===== src/rtl/seq_div_signed.sv =====
// Sequential signed divider: restoring shift-subtract on operand magnitudes,
// one quotient bit per clock, with sign correction applied in a final FIX cycle.
// Start/done handshake; results and flags hold until the next operation completes.
module seq_div_signed #(
  parameter int N = 8,
  parameter int M = 5
) (
  input  logic                clk,
  input  logic                rst_n,
  input  logic                start,
  input  logic signed [N-1:0] A,
  input  logic signed [M-1:0] B,
  output logic                busy,
  output logic                done,
  output logic signed [N-1:0] Quot,
  output logic signed [M-1:0] Rem,
  output logic                div_by_zero,
  output logic                ovf
);

  localparam int CW = (N > 1) ? $clog2(N) : 1;

  localparam logic [1:0] IDLE = 2'd0;
  localparam logic [1:0] CALC = 2'd1;
  localparam logic [1:0] FIX  = 2'd2;

  // Most-negative dividend; divided by -1 it is the one quotient that cannot be represented.
  localparam logic [N-1:0] A_MIN = {1'b1, {(N-1){1'b0}}};

  logic [1:0]    state;
  logic          sa;
  logic          sb;
  logic          ovf_pend;
  logic [M-1:0]  mag_b;
  logic [M:0]    part;
  logic [N-1:0]  q;
  logic [CW-1:0] cnt;

  logic [M:0]    part_sh;
  logic [M:0]    part_diff;
  logic          part_ge;

  // Apply the quotient sign; negation wraps modulo 2^N, so -2^(N-1) maps to itself.
  function automatic logic [N-1:0] fix_quot(input logic [N-1:0] mag, input logic neg);
    return neg ? (~mag + 1'b1) : mag;
  endfunction

  // Apply the dividend's sign to the remainder magnitude. The partial remainder
  // always ends below |B| <= 2^(M-1), so truncating to M bits loses nothing.
  function automatic logic [M-1:0] fix_rem(input logic [M:0] mag, input logic neg);
    return M'(neg ? (~mag + 1'b1) : mag);
  endfunction

  // One restoring step: shift the next dividend bit (held at the top of q) into
  // the partial remainder and trial-subtract |B|.
  always_comb begin
    part_sh   = {part[M-1:0], q[N-1]};
    part_diff = part_sh - {1'b0, mag_b};
    part_ge   = (part_sh >= {1'b0, mag_b});
  end

  // Control FSM and datapath registers: accept in IDLE, N steps in CALC, sign fix and done in FIX.
  always_ff @(posedge clk or negedge rst_n) begin
    if (!rst_n) begin
      state       <= IDLE;
      sa          <= 1'b0;
      sb          <= 1'b0;
      ovf_pend    <= 1'b0;
      mag_b       <= '0;
      part        <= '0;
      q           <= '0;
      cnt         <= '0;
      busy        <= 1'b0;
      done        <= 1'b0;
      Quot        <= '0;
      Rem         <= '0;
      div_by_zero <= 1'b0;
      ovf         <= 1'b0;
    end else begin
      done <= 1'b0;
      case (state)
        IDLE: begin
          if (start) begin
            sa       <= A[N-1];
            sb       <= B[M-1];
            // q starts as |A| and is shifted out MSB-first while quotient bits shift in.
            q        <= A[N-1] ? (~A + 1'b1) : A;
            // -2^(M-1) negates to 2^(M-1), which still fits as an M-bit magnitude.
            mag_b    <= B[M-1] ? (~B + 1'b1) : B;
            ovf_pend <= (A == A_MIN) && (B == '1);
            part     <= '0;
            cnt      <= CW'(N - 1);
            busy     <= 1'b1;
            state    <= (B == '0) ? FIX : CALC;
          end
        end
        CALC: begin
          part <= part_ge ? part_diff : part_sh;
          q    <= {q[N-2:0], part_ge};
          if (cnt == '0) begin
            state <= FIX;
          end else begin
            cnt <= cnt - 1'b1;
          end
        end
        FIX: begin
          if (mag_b == '0) begin
            Quot        <= '1;
            Rem         <= '0;
            div_by_zero <= 1'b1;
            ovf         <= 1'b0;
          end else begin
            Quot        <= fix_quot(q, sa ^ sb);
            Rem         <= fix_rem(part, sa);
            div_by_zero <= 1'b0;
            ovf         <= ovf_pend;
          end
          done  <= 1'b1;
          busy  <= 1'b0;
          state <= IDLE;
        end
        default: state <= IDLE;
      endcase
    end
  end

endmodule


===== config.mk =====
export PLATFORM = sky130hd
export DESIGN_NAME = seq_div_signed
export DESIGN_NICKNAME = d
export VERILOG_FILES = /design/src/rtl/seq_div_signed.sv
export SDC_FILE = /design/constraint.sdc
export NUM_CORES = 1
export LEC_CHECK = 0
export CAP_MARGIN = 20
export CORE_MARGIN = 4
export CORE_UTILIZATION = 50
export DETAILED_ROUTE_END_ITERATION = 10
export PLACE_DENSITY = 0.74
export SYNTH_ARGS = -nofsm -noshare
export SYNTH_HDL_FRONTEND = slang
export SYNTH_SLANG_ARGS = --single-unit

===== constraint.sdc =====
create_clock -name clk -period 4.08 [get_ports clk]
set_clock_uncertainty 0.1 [all_clocks]
set_input_delay 0.816 -clock clk [delete_from_list [all_inputs] [get_ports clk]]
set_output_delay 0.816 -clock clk [all_outputs]
set_load 0.02 [all_outputs]

Word-level counts from Yosys, hierarchy flattened
Index checks and enable logic that the tools add are counted.
{"block": "totals", "register_bits": 43, "latchBits": 0, "ram_bits": 0, "rom_bits": 0, "word_cells": 68, "memories": 0}
{"block": "op_classes", "addsub": 6, "multipliers": 0, "n_div": 0, "magnitude_cmp": 1, "eq_ne": 7, "n_shift": 0, "n_mux": 23, "bitwise": 5, "reduce_logical": 12}
{"op": "$mux W8", "count": 4}
{"op": "$mux W5", "count": 5}
{"op": "$add A8 B1 Y8 const B", "count": 2}
{"op": "$not A8 Y8", "count": 2}
{"op": "$pmux W8 S2", "count": 1}
{"op": "$add A5 B1 Y5 const B", "count": 2}
{"op": "$logic_not A5 Y1", "count": 2}
{"op": "$not A5 Y5", "count": 2}
{"op": "$pmux W5 S2", "count": 1}
{"op": "$eq A8 B8 Y1 const B", "count": 1}
{"op": "$reduce_and A2 Y1", "count": 4}
{"op": "$ge A6 B5 Y1", "count": 1}
{"op": "$mux W2", "count": 3}
{"op": "$mux W3", "count": 2}
{"op": "$ne A2 B2 Y1 const B", "count": 3}
{"op": "$pmux W3 S2", "count": 1}
{"op": "$eq A5 B5 Y1 const B", "count": 1}
{"op": "$sub A5 B5 Y5", "count": 1}
{"op": "$mux W1", "count": 4}
{"op": "$pmux W2 S2", "count": 1}
{"op": "$reduce_bool A2 Y1", "count": 2}
{"op": "$logic_not A3 Y1", "count": 1}
{"op": "$reduce_and A3 Y1", "count": 1}
{"op": "$sub A3 B1 Y3 const B", "count": 1}
{"op": "6 further kinds", "count": 6}

Logic depth before layout (Yosys ltp)
{"block": "depth", "depth_word": 5, "mapped_depth": 8, "depth_no_buf": 8}

Worst setup path before layout
OpenSTA, ideal clock, no wires.
{"block": "synth_timing", "path_type": "reg-to-reg", "startpoint": "reg q[7]", "endpoint": "reg part[1]", "setup_time_ns": 0.126, "arrival_ns": 1.865, "t_required_ns": 3.854, "path_slack_ns": 1.989, "path_stages_with_launch": 9, "path_buffers": 0, "synth_period_minus_slack_ns": 2.091, "path_cell_list": "dfrtp_1 inv_1 ha_1 inv_1 fa_1 a21oi_2 a21oi_2 or2_1 a311o_1"}
{"block": "synth_between", "elab_chain_len": 3, "word_cells_on_any_way": 4, "cone_classes": "add/sub: 1; order compare: 1; mux: 2"}
{"element": "start: declaration", "line": "36", "rtl": "logic [N-1:0] q;"}
{"element": "start signal: assignment", "line": "87", "rtl": "q <= A[N-1] ? (~A + 1'b1) : A;"}
{"element": "start signal: assignment", "line": "99", "rtl": "q <= {q[N-2:0], part_ge};"}
{"element": "$sub A5 B5 Y5 or $ge A6 B5 Y1 (tied branches)", "line": "58, 59"}
{"element": "$mux W5 *", "line": "98", "rtl": "part <= part_ge ? part_diff : part_sh;"}
{"element": "$pmux W5 S2 *", "line": "81", "rtl": "case (state)"}
{"element": "end signal: assignment", "line": "98"}
{"element": "end: declaration", "line": "35", "rtl": "logic [M:0] part;"}
Every way passes the cells marked *; elsewhere a longest branch is shown, timed or not.
A chain may end at the register's enable or synchronous reset.

Worst setup path in the final report
{"block": "layout_timing", "startpoint": "reg q[7]", "endpoint": "reg part[2]"}
The elaborated chain is that of the path after synthesis.

==> impl_results.md <==
- Startpoint types: flop
- Iteration count of the initial detailed-routing pass: 4
- Flops & latches, synth: 43
- Worst hold path type: reg -> reg
- Layout cells sized above 1: 0.0493
- Total power: 0.00222 W
- Tightest Pin Transition: 0.925 ns
- Relative slew margins: 0.384
- CP Max Fanout: 7
- Final Hold Fails: 0
- Max cap viols: 0
- # IOs: 33
- Max Slew Vio Count: 0
- Yosys Warn Count: 0
- Total grt overflow: 0
- WL final: 4790 um
- Min Clock Period, post-route: 2.34 ns
- Drt drc: 0
- Initial Utilization: 0.532
- Worst EP arrival: 2.41 ns
- Port Buffers: 32
- Ant. Diodes: 0
- CTS tree: yes
- Cell Count Post-Placement: 329
- Clock-pin slew on the worst setup and hold paths: 0.08 ns
- Via count of the first global-routing pass: 1729
- Root buffer cell: clkbuf_8
- Commonest cells in the netlist: dfrtp_1 (43), nand2_1 (26), inv_1 (23), nor2_1 (22), o21ai_0 (16)
- Critical path class: reg -> reg
- Longest Clk Path Bufs: 2
- Post-synthesis cell count: 254
- Die Height: 77.3 um
- Initial antenna violation count: 0
- Pwr dens: 790 nW/um^2
- Maximum vdd drop: 0.371 mV
- Syn avg cell area: 9.44 um^2
- Post-synthesis sequential area ratio: 0.449
- EDFF count, synth: 0
- Drt wl/cell: 14.3 um
- Unrepaired setup endpoints after global routing: false
- Post-CTS Hold Fix Bufs: 0
- Vias: 1867
- CP required: 4.15 ns
- Top-count cell post-synth: dfrtp_1
- Final core occ: 0.624
- Layout net count: 313
- Final antenna-violating net count: 0
- Final period util: 0.575
- CP Capture Type: flop
- Final cell count without fillers: 336
- Post-cts resize count: 0
- Largest net degree at the start of global routing: 44
- Synth area leader: dfrtp_1
- CTS H-tree lvls: 2
- Top post-synthesis cells by area: dfrtp_1 (45%), ha_1 (6.3%), xnor2_1 (4.4%), nand2_1 (4.1%), inv_1 (3.6%)
- Fraction of registers with async set/reset: 1.00
- Post-synth cell types: 49
- Post-CTS setup buffers: 0
- Setup total negative slack: 0 ns
- Worst-Skew Late Latency: 0.29 ns
- Final GP Congestion: 0.795
- First-pass GRT wire length: 8020 um
- TritonCTS Buffers: 5
- Final Setup Violations: 0
- Pleak: 1.27 nW
- HPWL Detailed: 3600 um
- Row cnt: 24
- Most used DFF post-synth: dfrtp_1
- Vias per std cell: 5.56
- Max Clk Rate: 426 MHz
- Area Overhead vs Synth: 17.3%
- Core ar.: 4500 um^2
- Outcome: completed
- Total GRT Usage: 0.168
- Die area: 5970 um^2
- Starting DRT DRC Count: 92
- Syn Std Cell Area: 2400 um^2
- Clk sinks: 43
- Chip width: 77.3 um
- Top cell type's share of synthesized area: 0.449
- Syn nets: 283
registers in the layout, indices dropped and copies added (netlist names), 2 cells and up:
| name | cells |
|---|---|
| Quot | 8 |
| q | 8 |
| Rem | 5 |
| mag_b | 5 |
| part | 5 |
| cnt | 3 |
| state | 2 |
cells in the final DEF (no fill, tap or decap), types with 3 or more instances in the layout:
cell type and instances:
a21oi_1 15, a21oi_2 3, a22o_1 6, a22oi_1 4
a31oi_1 3, clkbuf_8 6, clkdlybuf4s50_1 31, dfrtp_1 43
ha_1 12, inv_1 23, mux2i_1 3, nand2_1 26
nand2b_1 3, nor2_1 22, nor2b_1 4, nor3_1 4
o21ai_0 16, o31ai_1 4, or3_1 4, xnor2_1 12
xor2_1 6
worst paths after layout:
path | startpoint | to | slack [ns] | cells past startpoint
setup / recovery | q[7] | part[2] | 1.74 | 8
hold / removal | cnt[0] | cnt[0] | 0.37 | 1
setup reg to reg | q[7] | part[2] | 1.74 | 8
hold reg to reg | cnt[0] | cnt[0] | 0.37 | 1
max in group asynchronous | rst_n | cnt[1] | 2.74 | 1
min in group asynchronous | rst_n | Rem[3] | 0.55 | 1
critical path: stages, from the launching register on:
cell and delay (ns):
dfrtp_1 0.42, inv_1 0.09, ha_1 0.16, inv_1 0.05, fa_1 0.42, a21oi_2 0.20, a21oi_2 0.12, or2_1 0.29
o311ai_0 0.36
cell type report:
cell class | count | area (um^2)
clock buffer | 6 | 82.6
clock inverter | 1 | 5.00
fill | 407 | 1690
inverter | 24 | 90.1
multi-input combinational | 178 | 1180
sequential | 43 | 1080
tap | 52 | 65.1
timing repair buffer | 32 | 315
report_power, final:
part | total, W | internal (W) | switching (W)
sequential | 0.000778 | 0.000611 | 0.000167
combinational | 0.00118 | 0.000541 | 0.000636
clock | 0.000268 | 0.000133 | 0.000135
total | 0.00222 | 0.00129 | 0.000938
kinds of logic after synthesis:
logic type                 count (synthesis)  synth area share
and+or+nand+nor                           74             0.144
AOI/OAI and AO/OA                         70             0.198
DFF                                       43             0.449
buffers and inverters                     33            0.0600
xor gates and xnor gates                  18            0.0657
adders and majority gates                 13            0.0709
muxes                                      3            0.0125
through the flow:
stage	worst slack [ns]	hold WS, ns	cell area (um^2)
detailed placement	1.47	0.367	2730
finish	1.74	0.371	2810
CTS	1.73	0.376	2810
global route	1.60	0.397	2810
global placement	1.51	0.353	2730
floorplan	1.99	0.340	2400
routing by layer:
| metal | wire length [um] | part of all wire | GRT usage | up-vias |
|---|---|---|---|---|
| met5 | 0 | 0 | 0 | - |
| met4 | 70 | 0.015 | 0.0552 | 0 |
| met3 | 242 | 0.051 | 0.0410 | 9 |
| met2 | 2140 | 0.45 | 0.257 | 51 |
| li1 | - | - | - | 948 |
| met1 | 2340 | 0.49 | 0.232 | 859 |
Power figures use the tool's default switching activity.
